File: src/rtl/moving_avg_fir.sv
`default_nettype none
// +--------------------------------------------------------------------------+
// | moving_avg_fir: push-button-controlled moving-average FIR over a window  |
// | of 2**LOG2_TAPS signed samples. Define FIR_LFSR_SRC_EN to add an internal |
// | 16-bit LFSR sample source selected by src_sel.                           |
// | Revision: 1.0                                                            |
// +--------------------------------------------------------------------------+
module moving_avg_fir #(
  parameter int WIDTH     = 8,
  parameter int LOG2_TAPS = 2
) (
  input  logic             Clk,
  input  logic             Reset_n,
  input  logic             toggleBtn,
  input  logic             src_sel,
  input  logic             in_valid,
  input  logic [WIDTH-1:0] in_data,
  output logic             running,
  output logic             out_valid,
  output logic [WIDTH-1:0] out_data
);

  localparam int c_taps = 2**LOG2_TAPS;
  localparam int c_aw   = WIDTH + LOG2_TAPS;
  localparam int c_cw   = LOG2_TAPS + 1;
  localparam logic [c_cw-1:0] c_cnt_full = c_cw'(c_taps);
  localparam logic [c_cw-1:0] c_cnt_last = c_cw'(c_taps - 1);

  typedef enum logic [1:0] {
    S_IDLE = 2'd0,
    S_FILL = 2'd1,
    S_RUN  = 2'd2
  } state_t;

  state_t                     r_state;
  state_t                     w_state_next;
  logic                       r_btn_s1;
  logic                       r_btn_s2;
  logic                       r_btn_s3;
  logic                       w_press;
  logic                       w_start;
  logic                       w_accept;
  logic                       w_emit;
  logic                       w_src_valid;
  logic [WIDTH-1:0]           w_sample;
  logic [c_taps-1:0][WIDTH-1:0] r_line;
  logic signed [c_aw-1:0]     r_acc;
  logic signed [c_aw-1:0]     w_new_ext;
  logic signed [c_aw-1:0]     w_old_ext;
  logic signed [c_aw-1:0]     w_acc_next;
  logic signed [c_aw-1:0]     w_avg_full;
  logic [c_cw-1:0]            r_count;
  logic                       r_out_valid;
  logic [WIDTH-1:0]           r_out_data;

  // Two flops to synchronize, a third to see the falling edge of the button.
  always_ff @(posedge Clk or negedge Reset_n) begin
    if (!Reset_n) begin
      r_btn_s1 <= 1'b0;
      r_btn_s2 <= 1'b0;
      r_btn_s3 <= 1'b0;
    end else begin
      r_btn_s1 <= toggleBtn;
      r_btn_s2 <= r_btn_s1;
      r_btn_s3 <= r_btn_s2;
    end
  end

  assign w_press = r_btn_s3 & ~r_btn_s2;
  assign w_start = (r_state == S_IDLE) & w_press;

`ifdef FIR_LFSR_SRC_EN
  localparam logic [15:0] c_lfsr_seed = 16'hACE1;
  localparam logic [15:0] c_lfsr_poly = 16'hB400;

  logic [15:0] r_lfsr;

  always_ff @(posedge Clk or negedge Reset_n) begin
    if (!Reset_n) begin
      r_lfsr <= c_lfsr_seed;
    end else if (r_state != S_IDLE) begin
      r_lfsr <= {1'b0, r_lfsr[15:1]} ^ (r_lfsr[0] ? c_lfsr_poly : 16'h0000);
    end
  end

  assign w_sample    = src_sel ? r_lfsr[WIDTH-1:0] : in_data;
  assign w_src_valid = src_sel | in_valid;
`else
  logic w_unused_src_sel;
  assign w_unused_src_sel = src_sel;
  assign w_sample         = in_data;
  assign w_src_valid      = in_valid;
`endif

  // A press in the same cycle always wins over a sample.
  assign w_accept = (r_state != S_IDLE) & ~w_press & w_src_valid;
  assign w_emit   = w_accept & (r_count >= c_cnt_last);

  assign w_new_ext  = {{LOG2_TAPS{w_sample[WIDTH-1]}}, w_sample};
  assign w_old_ext  = {{LOG2_TAPS{r_line[c_taps-1][WIDTH-1]}}, r_line[c_taps-1]};
  assign w_acc_next = r_acc + w_new_ext - w_old_ext;
  assign w_avg_full = w_acc_next >>> LOG2_TAPS;

  always_comb begin
    w_state_next = r_state;
    case (r_state)
      S_IDLE: begin
        if (w_press) w_state_next = S_FILL;
      end
      S_FILL: begin
        if (w_press) begin
          w_state_next = S_IDLE;
        end else if (w_accept && (r_count == c_cnt_last)) begin
          w_state_next = S_RUN;
        end
      end
      S_RUN: begin
        if (w_press) w_state_next = S_IDLE;
      end
      default: w_state_next = S_IDLE;
    endcase
  end

  always_ff @(posedge Clk or negedge Reset_n) begin
    if (!Reset_n) begin
      r_state <= S_IDLE;
    end else begin
      r_state <= w_state_next;
    end
  end

  always_ff @(posedge Clk or negedge Reset_n) begin
    if (!Reset_n) begin
      r_line <= '0;
    end else if (w_start) begin
      r_line <= '0;
    end else if (w_accept) begin
      r_line <= {r_line[c_taps-2:0], w_sample};
    end
  end

  // Output data only moves with out_valid, so it holds through IDLE.
  always_ff @(posedge Clk or negedge Reset_n) begin
    if (!Reset_n) begin
      r_acc       <= '0;
      r_count     <= '0;
      r_out_valid <= 1'b0;
      r_out_data  <= '0;
    end else begin
      r_out_valid <= w_emit;
      if (w_start) begin
        r_acc   <= '0;
        r_count <= '0;
      end else if (w_accept) begin
        r_acc <= w_acc_next;
        if (r_count != c_cnt_full) r_count <= r_count + c_cw'(1);
      end
      if (w_emit) r_out_data <= w_avg_full[WIDTH-1:0];
    end
  end

  assign running   = (r_state != S_IDLE);
  assign out_valid = r_out_valid;
  assign out_data  = r_out_data;

endmodule
`default_nettype wire

File: config.mk
export PLATFORM = sky130hd
export DESIGN_NAME = moving_avg_fir
export DESIGN_NICKNAME = d
export VERILOG_FILES = /design/src/rtl/moving_avg_fir.sv
export SDC_FILE = /design/constraint.sdc
export NUM_CORES = 1
export LEC_CHECK = 0
export BUFFER_PORTS_ARGS = -buffer_cell sky130_fd_sc_hd__buf_4
export CORE_ASPECT_RATIO = 1.4
export CORE_MARGIN = 2
export CORE_UTILIZATION = 50
export DETAILED_ROUTE_END_ITERATION = 16
export PLACE_DENSITY_LB_ADDON = 0.08
export SYNTH_ARGS = -nofsm -noshare
export SYNTH_HDL_FRONTEND = slang
export SYNTH_SLANG_ARGS = --single-unit
File: constraint.sdc
create_clock -name Clk -period 3.91 [get_ports Clk]
set_clock_uncertainty 0.2 [all_clocks]
set_input_delay 0.391 -clock Clk [delete_from_list [all_inputs] [get_ports Clk]]
set_output_delay 0.391 -clock Clk [all_outputs]
set_load 0.02 [all_outputs]
Word level (Yosys, flattened, before mapping)
Cells that the tools add are included.
{ "op_classes": {"addsub": 3, "order_cmp": 1, "n_eq_ne": 7, "mux": 12, "n_bitwise": 7, "n_reduce_logical": 7} }
{ "op_table": {"columns": ["cell", "count"], "rows": [
  ["two-way mux 32 bit", 2],
  ["two-way mux 10 bit", 2],
  ["adder 10 x 8 -> 10 bit", 1],
  ["subtractor 10 x 8 -> 10 bit", 1],
  ["two-way mux 3 bit", 3],
  ["two-way mux 2 bit", 4],
  ["inequality test 3 bit, second input constant", 2],
  ["one-hot mux 2 bit (3 select lines)", 1],
  ["nonzero test 2 bit", 3],
  ["bitwise AND 1 bit", 5],
  ["inequality test 2 bit, second input constant", 2],
  ["adder 3 x 1 -> 3 bit, second input constant", 1],
  ["== test 3 x 2 -> 1 bit, second input constant", 1],
  ["greater-or-equal comparator 3 x 2 -> 1 bit, second input constant", 1],
  ["AND reduction 3 bit", 1],
  ["== test 2 x 1 -> 1 bit, second input constant", 1],
  ["== test 2 bit, second input constant", 1],
  ["zero test 2 bit", 1],
  ["NOT 1 bit", 2],
  ["AND reduction 2 bit", 1],
  ["logical AND 1 bit", 1]
]} }
{ "totals": {"ff_bits": 59, "input_bits": 13, "output_inout_bits": 10, "word_cells": 49} }

Logic depth before layout (Yosys ltp)
Gate-level depths: netlist of run 1.
{ "depth": {"depth_word": 9, "ltp_mapped": 12, "mapped_depth_nobuf": 12} }

Worst setup path before layout of run 1
OpenSTA, ideal clock, no wires.
{ "synth_path": {"path_type": "in2reg", "from": "in in_data[1]", "to": "reg r_acc[9]", "setup_ns": 0.087, "t_arrival_ns": 2.423, "required_time_ns": 3.623, "slack_ns": 1.200, "cell_stages": 10, "n_path_buf": 0, "cell_sequence": "inv_1 -> fa_1 -> inv_1 -> ha_1 -> a211oi_2 -> o21bai_2 -> nand4_1 -> a21oi_1 -> or4b_1 -> o211ai_1"} }
{ "synth_between": {"elab_chain_cells": 4} }
{ "synth_lines": {"columns": ["item", "line", "text"], "rows": [
  ["from (decl)", "17", "input logic [WIDTH-1:0] in_data,"],
  ["adder 10 x 8 -> 10 bit", "101", "assign w_acc_next = r_acc + w_new_ext - w_old_ext;"],
  ["subtractor 10 x 8 -> 10 bit", "101", null],
  ["two-way mux 10 bit", "154", "end else if (w_accept) begin"],
  ["two-way mux 10 bit", "151", "if (w_start) begin"],
  ["to (signal assigned)", "155", "r_acc <= w_acc_next;"],
  ["to (decl)", "47", "logic signed [c_aw-1:0] r_acc;"]
]} }
No other way between the ends. The select of a mux whose other input is x is not followed.
A chain may end at the register's enable or synchronous reset.

Worst setup path after layout of run 1
{ "layout_path": {"from": "reg r_line[25] in the netlist's numbering", "to": "reg r_acc[7]"} }
{ "layout_between": {"elab_chain_cells": 3} }
{ "layout_lines": {"columns": ["item", "line", "text"], "rows": [
  ["from (decl)", "46", "logic [c_taps-1:0][WIDTH-1:0] r_line;"],
  ["from (signal assigned)", "138", "r_line <= {r_line[c_taps-2:0], w_sample};"],
  ["subtractor 10 x 8 -> 10 bit", "101", null],
  ["two-way mux 10 bit", "154", null],
  ["two-way mux 10 bit", "151", null]
]} }
No other way between the ends. The select of a mux whose other input is x is not followed.

==> flow_summary.json, run 1 <==
{
  "first_pass_iters": 6,
  "antenna_cells": 0,
  "overflow": 0,
  "grt_pass1_vias": 2227,
  "root_buffer": "clkbuf_8",
  "syn_nets": 367,
  "antenna_found_initial": 0,
  "finalHoldViolCount": 0,
  "ys_types": 48,
  "endpoint": "r_acc[7]$_DFFE_PN0P_",
  "ys_seq_area_share_pct": 46.9,
  "worst-endpoint-arrival_ns": 2.87,
  "ioPinCount": 23,
  "drive_above_1_share_pct": 14.0,
  "worstSetupPathType": "register to register",
  "clock_latency_ns": 0.34,
  "rsz0062_at_grt": "false",
  "irDropWorstVdd_v": 0.000407,
  "chipWidth_um": 71.0,
  "slew_headroom_pct": 50.3,
  "holdWs_ns": 0.0566,
  "cts_buffer_depth": 2,
  "regToRegSetupSlack_ns": 1.05,
  "start_util_pct": 51.0,
  "maxSlewViolCount": 0,
  "coreArea_mm2": 0.00617,
  "wl_per_cell_um": 13.7,
  "clkTransAtPathRegs_ns": 0.07,
  "nets": 389,
  "ant_nets": 0,
  "critPathBufInv": 1,
  "min_period_ns": 2.86,
  "r2r_end": "r_acc[7]$_DFFE_PN0P_",
  "synth_area_leaders": "dfrtp_1, nand2_1, nand3_1",
  "syn_avg_cell_area_um2": 9.50,
  "synthMuxAreaShare_pct": 1.75,
  "io_buffers": 21,
  "vias_per_cell": 5.25,
  "areaGrowthSynthToFinish_pct": 11.6,
  "final-setup-viol-count": 0,
  "cp_max_fo": 3,
  "cts_resized": 0,
  "min_path_type": "input port to register",
  "leakage_nw": 1.82,
  "fin_util_pct": 56.9,
  "grt_pass1_wl_um": 10400,
  "yosysTopAreaCell": "dfrtp_1",
  "end_kind": "register",
  "dp_hpwl_um": 3920,
  "synth_edf_count": 0,
  "tightestPinTransition_ns": 0.745,
  "synth_top_family_by_area": "simple AND/OR/NAND/NOR gates",
  "cts_tree": "yes",
  "finalCritPeriodShare_pct": 73.2,
  "rows": 34,
  "grt_usage_pct": 19.2,
  "wl_um": 5910,
  "max_freq_mhz": 349,
  "cp-start-kind": "register",
  "crit_chain": "fa_1, inv_1, ha_1, a211oi_2, o21bai_2, a211o_1, a31oi_1, xnor2_1, o21ai_1",
  "power.density_mw_per_mm2": 814,
  "synth_compound_area_share_pct": 8.79,
  "synth.cell_area_mm2": 0.00315,
  "num_vias": 2258,
  "crit_family": "compound AO/OA/AOI/OAI gates",
  "ys_seq_elements": 59,
  "netlist.area_leader.share_pct": 46.9,
  "cp.required_ns": 3.92,
  "cp-startpoint": "r_line[25]$_DFFE_PN0P_",
  "drc": 0,
  "cts.sinks": 59,
  "h-tree-depth": 3,
  "grt_max_degree": 60,
  "async_flop_share_pct": 100,
  "synth_adder_area_share_pct": 11.3,
  "path_depth": 9,
  "status": "finished clean",
  "synth_ff_type": "dfrtp_1",
  "yosys_warnings": 0,
  "cts_buffers": 9,
  "die_y_um": 97.9,
  "synth_xor_area_share_pct": 2.90,
  "cp_slowest_cell": "fa_1",
  "dieArea_mm2": 0.00695,
  "reg2reg_from": "r_line[25]$_DFFE_PN0P_",
  "slowest_delay_ns": 0.57,
  "yosys.area_share.simple_pct": 20.0,
  "r2r_cells": 9,
  "cap_violations": 0,
  "finalWeightedCongestion": 0.781,
  "setup_tns_ns": 0,
  "synthCells": 331,
  "drtIter0Drc": 144
}
==> how the worst min path moves through the flow <==
stage,cells past startpoint,startpoint,endpoint
final,3,in_data[0],r_line[0]$_DFFE_PN0P_
after global routing,3,in_data[0],r_line[0]$_DFFE_PN0P_
after CTS,3,in_data[0],r_line[0]$_DFFE_PN0P_
after detailed placement,0,r_btn_s1$_DFF_PN0_,r_btn_s2$_DFF_PN0_
after global placement,0,r_btn_s1$_DFF_PN0_,r_btn_s2$_DFF_PN0_
after floorplan,0,Reset_n,out_data[0]$_DFFE_PN0P_
==> sequential cells by signal (all words and copies together) (netlist names) <==
register / count
r_btn_s1: 1
out_data: 8
out_valid: 1
r_state: 2
r_count: 3
r_line: 32
r_btn_s2: 1
r_btn_s3: 1
r_acc: 10
==> logic make-up after synthesis <==
| group | after synthesis |
|---|---|
| buf+inv | 55 |
| compound gates | 45 |
| flops | 59 |
| xor+xnor | 8 |
| simple gates | 136 |
| mux | 5 |
| fa+ha+maj | 23 |
==> cell type report <==
cell class | instances | area [um^2]
Timing Repair Buffer | 26 | 200
Inverter | 40 | 150
Multi-Input combinational cell | 217 | 1410
Tap cell | 72 | 90.1
Sequential cell | 59 | 1480
Fill cell | 556 | 2660
Clock buffer | 12 | 155
Clock inverter | 4 | 25.0
==> routing by layer <==
metal	vias up	wire length (um)	GRT usage, %	part of all wire (%)
met2	35	2880	30.6	49
met3	13	206	4.13	3.5
met5	-	0	0	0
li1	1120	-	-	-
met1	1090	2670	24.8	45
met4	0	153	9.58	2.6
==> cell usage in the layout (no fill, tap or decap), drive strengths merged, types with 3 or more instances in the layout <==
cell type	instances
nand2	69
dfrtp	59
nand3	43
inv	40
buf	24
o21ai	23
ha	14
clkbuf	12
a21oi	11
fa	9
xnor2	5
nor2	4
mux2	4
nand2b	3
nor3	3
and3	3
==> tightest hold or removal path: cells and delay by family <==
kind	cells	cell delay (ns)
buffers and inverters	1	0.09
AND/OR/NAND/NOR	2	0.08
==> Yosys cell counts (2+ instances only) <==
cell / count
buf_1: 3
o21ai_1: 21
a21oi_1: 10
and3_1: 2
inv_1: 39
a31o_1: 2
clkbuf_1: 6
ha_1: 14
nor3_1: 3
nand2b_1: 3
nor2b_1: 2
xnor2_1: 5
nor2_1: 4
or2_1: 2
fa_1: 9
nand3_1: 43
buf_8: 4
mux2_1: 3
and2_1: 2
dfrtp_1: 59
nand2_1: 68
==> per-stage QoR <==
| stage | instance area, um^2 | setup slack [ns] | power (mW) | cells |
|---|---|---|---|---|
| after CTS | 3510 | 1.05 | 2.89 | 430 |
| after global placement | 3310 | 0.944 | 2.34 | 412 |
| after floorplan | 3150 | 1.20 | 2.04 | 331 |
| final | 3510 | 1.05 | 2.86 | 430 |
| after global routing | 3510 | 0.911 | 3.12 | 430 |
| after detailed placement | 3310 | 0.928 | 2.37 | 412 |
==> where the power goes <==
group / internal, mW / switching (mW)
Sequential: 0.828 / 0.127
Clock: 0.262 / 0.243
Combinational: 0.599 / 0.798
Total: 1.69 / 1.17
==> what timing repair did <==
action / 4_1_cts / 5_1_grt
hold endpoints to repair: 60 / 0
hold buffers: 2 / 0
buffers inserted: 0 / 0
Note: power is estimated with default switching activity, not from simulation.
==> run 2, diff against run 1 <==
- clock period: 3.91 -> 2.77 ns (I/O delays scaled with it)
==> flow_summary.json, run 2 (same netlist as run 1, synthesis figures left out) <==
{
  "status": "finished clean",
  "die_y_um": 97.9,
  "leakage_nw": 1.88,
  "num_vias": 2305,
  "cp-start-kind": "register",
  "rsz0062_at_grt": "true",
  "fillers": 540,
  "drtIter0Drc": 122,
  "worst-endpoint-arrival_ns": 2.76,
  "layout_setup_ws_ns": 0.0296,
  "cp_max_fo": 3,
  "drive_above_1_share_pct": 20.5,
  "tightestPinTransition_ns": 0.731,
  "dp_hpwl_um": 4000,
  "cp.required_ns": 2.79,
  "io_buffers": 21,
  "clkTransAtPathRegs_ns": 0.08,
  "holdWs_ns": 0.0364,
  "cts_tree": "yes",
  "cts_buffers": 9,
  "finalCritPeriodShare_pct": 98.9,
  "antenna_cells": 0,
  "first_pass_iters": 4,
  "root_buffer": "clkbuf_8",
  "grt_max_degree": 60,
  "min_period_ns": 2.74,
  "ant_nets": 0,
  "coreArea_mm2": 0.00617,
  "grt_usage_pct": 18.5,
  "power.density_mw_per_mm2": 1200,
  "wl_per_cell_um": 13.5,
  "crit_chain": "fa_1, buf_4, fa_2, nor2b_4, o21a_1, o21ai_2, a211oi_2, or3_4, a31o_1",
  "grt_pass1_vias": 2235,
  "slew_headroom_pct": 51.2,
  "h-tree-depth": 3,
  "crit_family": "adder cells",
  "cap_violations": 0,
  "nets": 401,
  "max_freq_mhz": 365,
  "finalHoldViolCount": 0,
  "min_path_type": "input port to register",
  "drc": 0,
  "vias_per_cell": 5.21,
  "final_cells": 442,
  "antenna_found_initial": 0,
  "irDropWorstVdd_v": 0.000645,
  "critPathBufInv": 1,
  "layout_commonest_cell": "nand2_1",
  "largest_register": "r_line",
  "start_util_pct": 51.0,
  "ioPinCount": 23,
  "finalWeightedCongestion": 0.841,
  "layout_common_cells": "nand2_1, dfrtp_1, nand3_1, inv_1, buf_4",
  "worstSetupPathType": "register to register",
  "cp_slowest_cell": "fa_1",
  "slowest_delay_ns": 0.55,
  "largest_reg_flops": 32,
  "chipWidth_um": 71.0,
  "cts_buffer_depth": 2,
  "rows": 34,
  "final-setup-viol-count": 0,
  "areaGrowthSynthToFinish_pct": 18.0,
  "finalPower_mw": 4.44,
  "overflow": 0,
  "grt_pass1_wl_um": 10300,
  "dieArea_mm2": 0.00695,
  "dp.cells": 420,
  "wl_um": 5980,
  "end_kind": "register",
  "cts.sinks": 59,
  "pre_cts_ws_ns": -0.0387,
  "clock_latency_ns": 0.33,
  "maxSlewViolCount": 0
}
## run 2: changes by cell type in the layout (fill, tap and decap cells not counted), moves of 2 or more
cell        previous run  this run
buf_4                 24        35
clkinvlp_4             2         4
ha_1                  14        10
ha_4                   0         4
inv_1                 39        37
inv_2                  1         3
## run 2: path summary, 6_finish.rpt
path,cells after the start,to,slack (ns),from
worst max-delay path,9,out_data[6]$_DFFE_PN0P_,0.03,r_line[25]$_DFFE_PN0P_
worst min-delay path,3,r_line[2]$_DFFE_PN0P_,0.04,in_data[2]
worst max register to register,9,out_data[6]$_DFFE_PN0P_,0.03,r_line[25]$_DFFE_PN0P_
worst min register to register,0,r_btn_s2$_DFF_PN0_,0.16,r_btn_s1$_DFF_PN0_
max in group asynchronous,2,r_line[31]$_DFFE_PN0P_,1.48,Reset_n
min in group asynchronous,2,r_line[16]$_DFFE_PN0P_,0.35,Reset_n
## run 2: cell type report
cell class              instances  area (um^2)  area share, %
well taps                      72         90.1           2.43
flip-flops and latches         59         1480           39.8
repair buffers                 38          293           7.89
multi-input cells             217         1500           40.4
inverters                      40          150           4.05
clock buffers                  10          138           3.71
clock inverters                 6         65.1           1.75
## run 2: per-layer routing
metal	global-route usage, %	up-vias	wire length [um]
met5	0	-	0
met2	29.5	26	2930
met3	4.33	11	162
li1	-	1147	-
met1	24.7	1121	2780
met4	6.97	0	112
## run 2: power by group
part	switching [mW]	total (mW)	leakage [nW]	internal (mW)
registers	0.188	1.36	0.772	1.17
logic	1.23	2.29	1.02	1.06
clock network	0.354	0.792	0.0905	0.438
total	1.77	4.44	1.88	2.67
## run 2: worst reg2reg max path, cell delays in order (launching register included)
cell and delay (ns):
dfrtp_1 0.41, fa_1 0.55, buf_4 0.13, fa_2 0.23
nor2b_4 0.04, o21a_1 0.20, o21ai_2 0.20, a211oi_2 0.11
or3_4 0.34, a31o_1 0.23
## run 2: what timing repair did
item                       CTS  global route
hold buffers                 3             0
pin swaps                    1            11
setup endpoints to repair    2             8
resized for setup            0            17
hold endpoints to repair    61             0
setup buffers                0             3
## run 2: metrics by stage
stage               setup TNS, ns  area [um^2]  utilization [%]
finish                          0         3710             60.2
global route               -0.206         3710             60.2
CTS                             0         3600             58.4
detailed placement        -0.0726         3370             54.6
global placement          -0.0473         3370             54.6
floorplan                       0         3150                -
==> run 3, diff against run 2 <==
- HOLD_SLACK_MARGIN: default -> 0.05
==> flow_summary.json, run 3 (same netlist as run 1, synthesis figures left out) <==
{
  "status": "finished clean",
  "cp.required_ns": 2.79,
  "worst-endpoint-arrival_ns": 2.77,
  "dp_hpwl_um": 4000,
  "cts_buffer_depth": 2,
  "maxSlewViolCount": 0,
  "finalHoldViolCount": 0,
  "tightestPinTransition_ns": 0.730,
  "drc": 0,
  "pre_cts_ws_ns": -0.0387,
  "reg2reg_from": "r_line[25]$_DFFE_PN0P_",
  "irDropWorstVdd_v": 0.000647,
  "grt_pass1_vias": 2258,
  "cts.sinks": 59,
  "nets": 407,
  "clock_latency_ns": 0.33,
  "slowest_delay_ns": 0.52,
  "drtIter0Drc": 107,
  "dieArea_mm2": 0.00695,
  "coreArea_mm2": 0.00617,
  "r2r_cells": 9,
  "clkPwrFrac_pct": 17.8,
  "clkTransAtPathRegs_ns": 0.07,
  "slew_headroom_pct": 51.3,
  "fin_util_pct": 61.1,
  "p_int_mw": 2.68,
  "p_seq_share_pct": 30.6,
  "antenna_found_initial": 0,
  "leakage_nw": 1.91,
  "root_buffer": "clkbuf_8",
  "wl_um": 6060,
  "vias_per_cell": 5.18,
  "rows": 34,
  "grt_usage_pct": 18.9,
  "cp-startpoint": "in_data[4]",
  "ioPinCount": 23,
  "ant_nets": 0,
  "largest_reg_flops": 32,
  "worstSetupPathType": "input port to register",
  "layout_commonest_cell": "nand2_1",
  "min_period_ns": 2.75,
  "p_switching_mw": 1.77,
  "cp_slowest_cell": "dlygate4sd3_1",
  "end_kind": "register",
  "wl_per_cell_um": 13.5,
  "first_pass_iters": 4,
  "crit_chain": "dlygate4sd3_1, buf_4, inv_1, fa_1, inv_1, ha_1, or2_1, a21oi_1, a211oi_2, or3_4, a31o_1",
  "cap_violations": 0,
  "path_common_cell": "inv_1",
  "rsz0062_at_grt": "true",
  "finalCritPeriodShare_pct": 99.2,
  "endpoint": "out_data[6]$_DFFE_PN0P_",
  "finalWeightedCongestion": 0.841,
  "cp_max_fo": 3,
  "cp-start-kind": "input port",
  "layout_setup_ws_ns": 0.0233,
  "io_buffers": 21,
  "grt_max_degree": 60,
  "num_vias": 2320,
  "placed_cell_area_mm2": 0.00337,
  "cts_tree": "yes",
  "drive_above_1_share_pct": 20.2,
  "swShare_pct": 39.9,
  "overflow": 0,
  "max_freq_mhz": 364,
  "cts_buffers": 9,
  "grt_pass1_wl_um": 10400,
  "layout_common_cells": "nand2_1, dfrtp_1, nand3_1, inv_1, buf_4",
  "setup_tns_ns": 0,
  "power.density_mw_per_mm2": 1180,
  "antenna_cells": 0,
  "regToRegSetupSlack_ns": 0.03,
  "chipWidth_um": 71.0,
  "h-tree-depth": 3,
  "design_area_mm2": 0.00377,
  "final-setup-viol-count": 0,
  "finalPower_mw": 4.45,
  "areaGrowthSynthToFinish_pct": 19.9,
  "r2r_end": "out_data[6]$_DFFE_PN0P_",
  "p_comb_share_pct": 51.6,
  "start_util_pct": 51.0,
  "min_path_type": "input port to register",
  "die_y_um": 97.9,
  "largest_register": "r_line"
}
run 3: cell count changes in the layout (fill, tap and decap cells not counted), sizes merged:
cell         delta
dlygate4sd3     +6
run 3: worst min-delay path by stage:
stage / endpoint / from / depth (start not counted) / slack [ns]
after floorplan: out_data[0]$_DFFE_PN0P_ / Reset_n / 0 / -0.22
after global placement: r_btn_s2$_DFF_PN0_ / r_btn_s1$_DFF_PN0_ / 0 / 0.14
after detailed placement: r_btn_s2$_DFF_PN0_ / r_btn_s1$_DFF_PN0_ / 0 / 0.14
after CTS: r_line[3]$_DFFE_PN0P_ / in_data[3] / 3 / 0.05
after global routing: r_line[3]$_DFFE_PN0P_ / in_data[3] / 3 / 0.08
final: r_line[3]$_DFFE_PN0P_ / in_data[3] / 3 / 0.05
run 3: through the flow:
step	instances	hold WS [ns]
after global placement	420	0.136
after detailed placement	420	0.144
after CTS	445	0.0508
final	448	0.0519
after global routing	448	0.0826
after floorplan	331	-0.219
run 3: layer usage:
metal / vias to the layer above / track usage, % / routed length (um)
met4: 0 / 6.97 / 108
met1: 1120 / 25.1 / 2750
li1: 1155 / - / -
met2: 34 / 30.2 / 2990
met5: - / 0 / 0
met3: 11 / 4.33 / 212
run 3: worst max-delay path, delay by kind of cell:
| kind | cells | cell delay, ns |
|---|---|---|
| compound gates | 3 | 0.51 |
| fa+ha+maj | 2 | 0.64 |
| buf+inv | 4 | 0.74 |
| simple gates | 2 | 0.60 |
run 3: layout make-up:
type / count / area [um^2]
fillers: 534 / 2400
multi-input cells: 217 / 1500
flip-flops and latches: 59 / 1480
repair buffers: 44 / 353
inverters: 40 / 150
clock buffers: 10 / 138
well taps: 72 / 90.1
clock inverters: 6 / 65.1
run 3: repair_timing:
| item | in CTS | in global routing |
|---|---|---|
| setup buffers | 0 | 3 |
| hold buffers | 9 | 0 |
| pin swaps | 1 | 11 |
| resized for setup | 0 | 17 |
| endpoints found under the setup margin | 2 | 8 |
| hold endpoints to repair | 67 | 0 |
run 3: power by group through the flow:
stage	clock, mW	combinational [mW]	sequential, mW
after global routing	0.848	2.57	1.39
after detailed placement	0	2.07	1.37
after CTS	0.810	2.09	1.36
after floorplan	0	1.48	1.40
final	0.793	2.30	1.36
after global placement	0	2.03	1.36
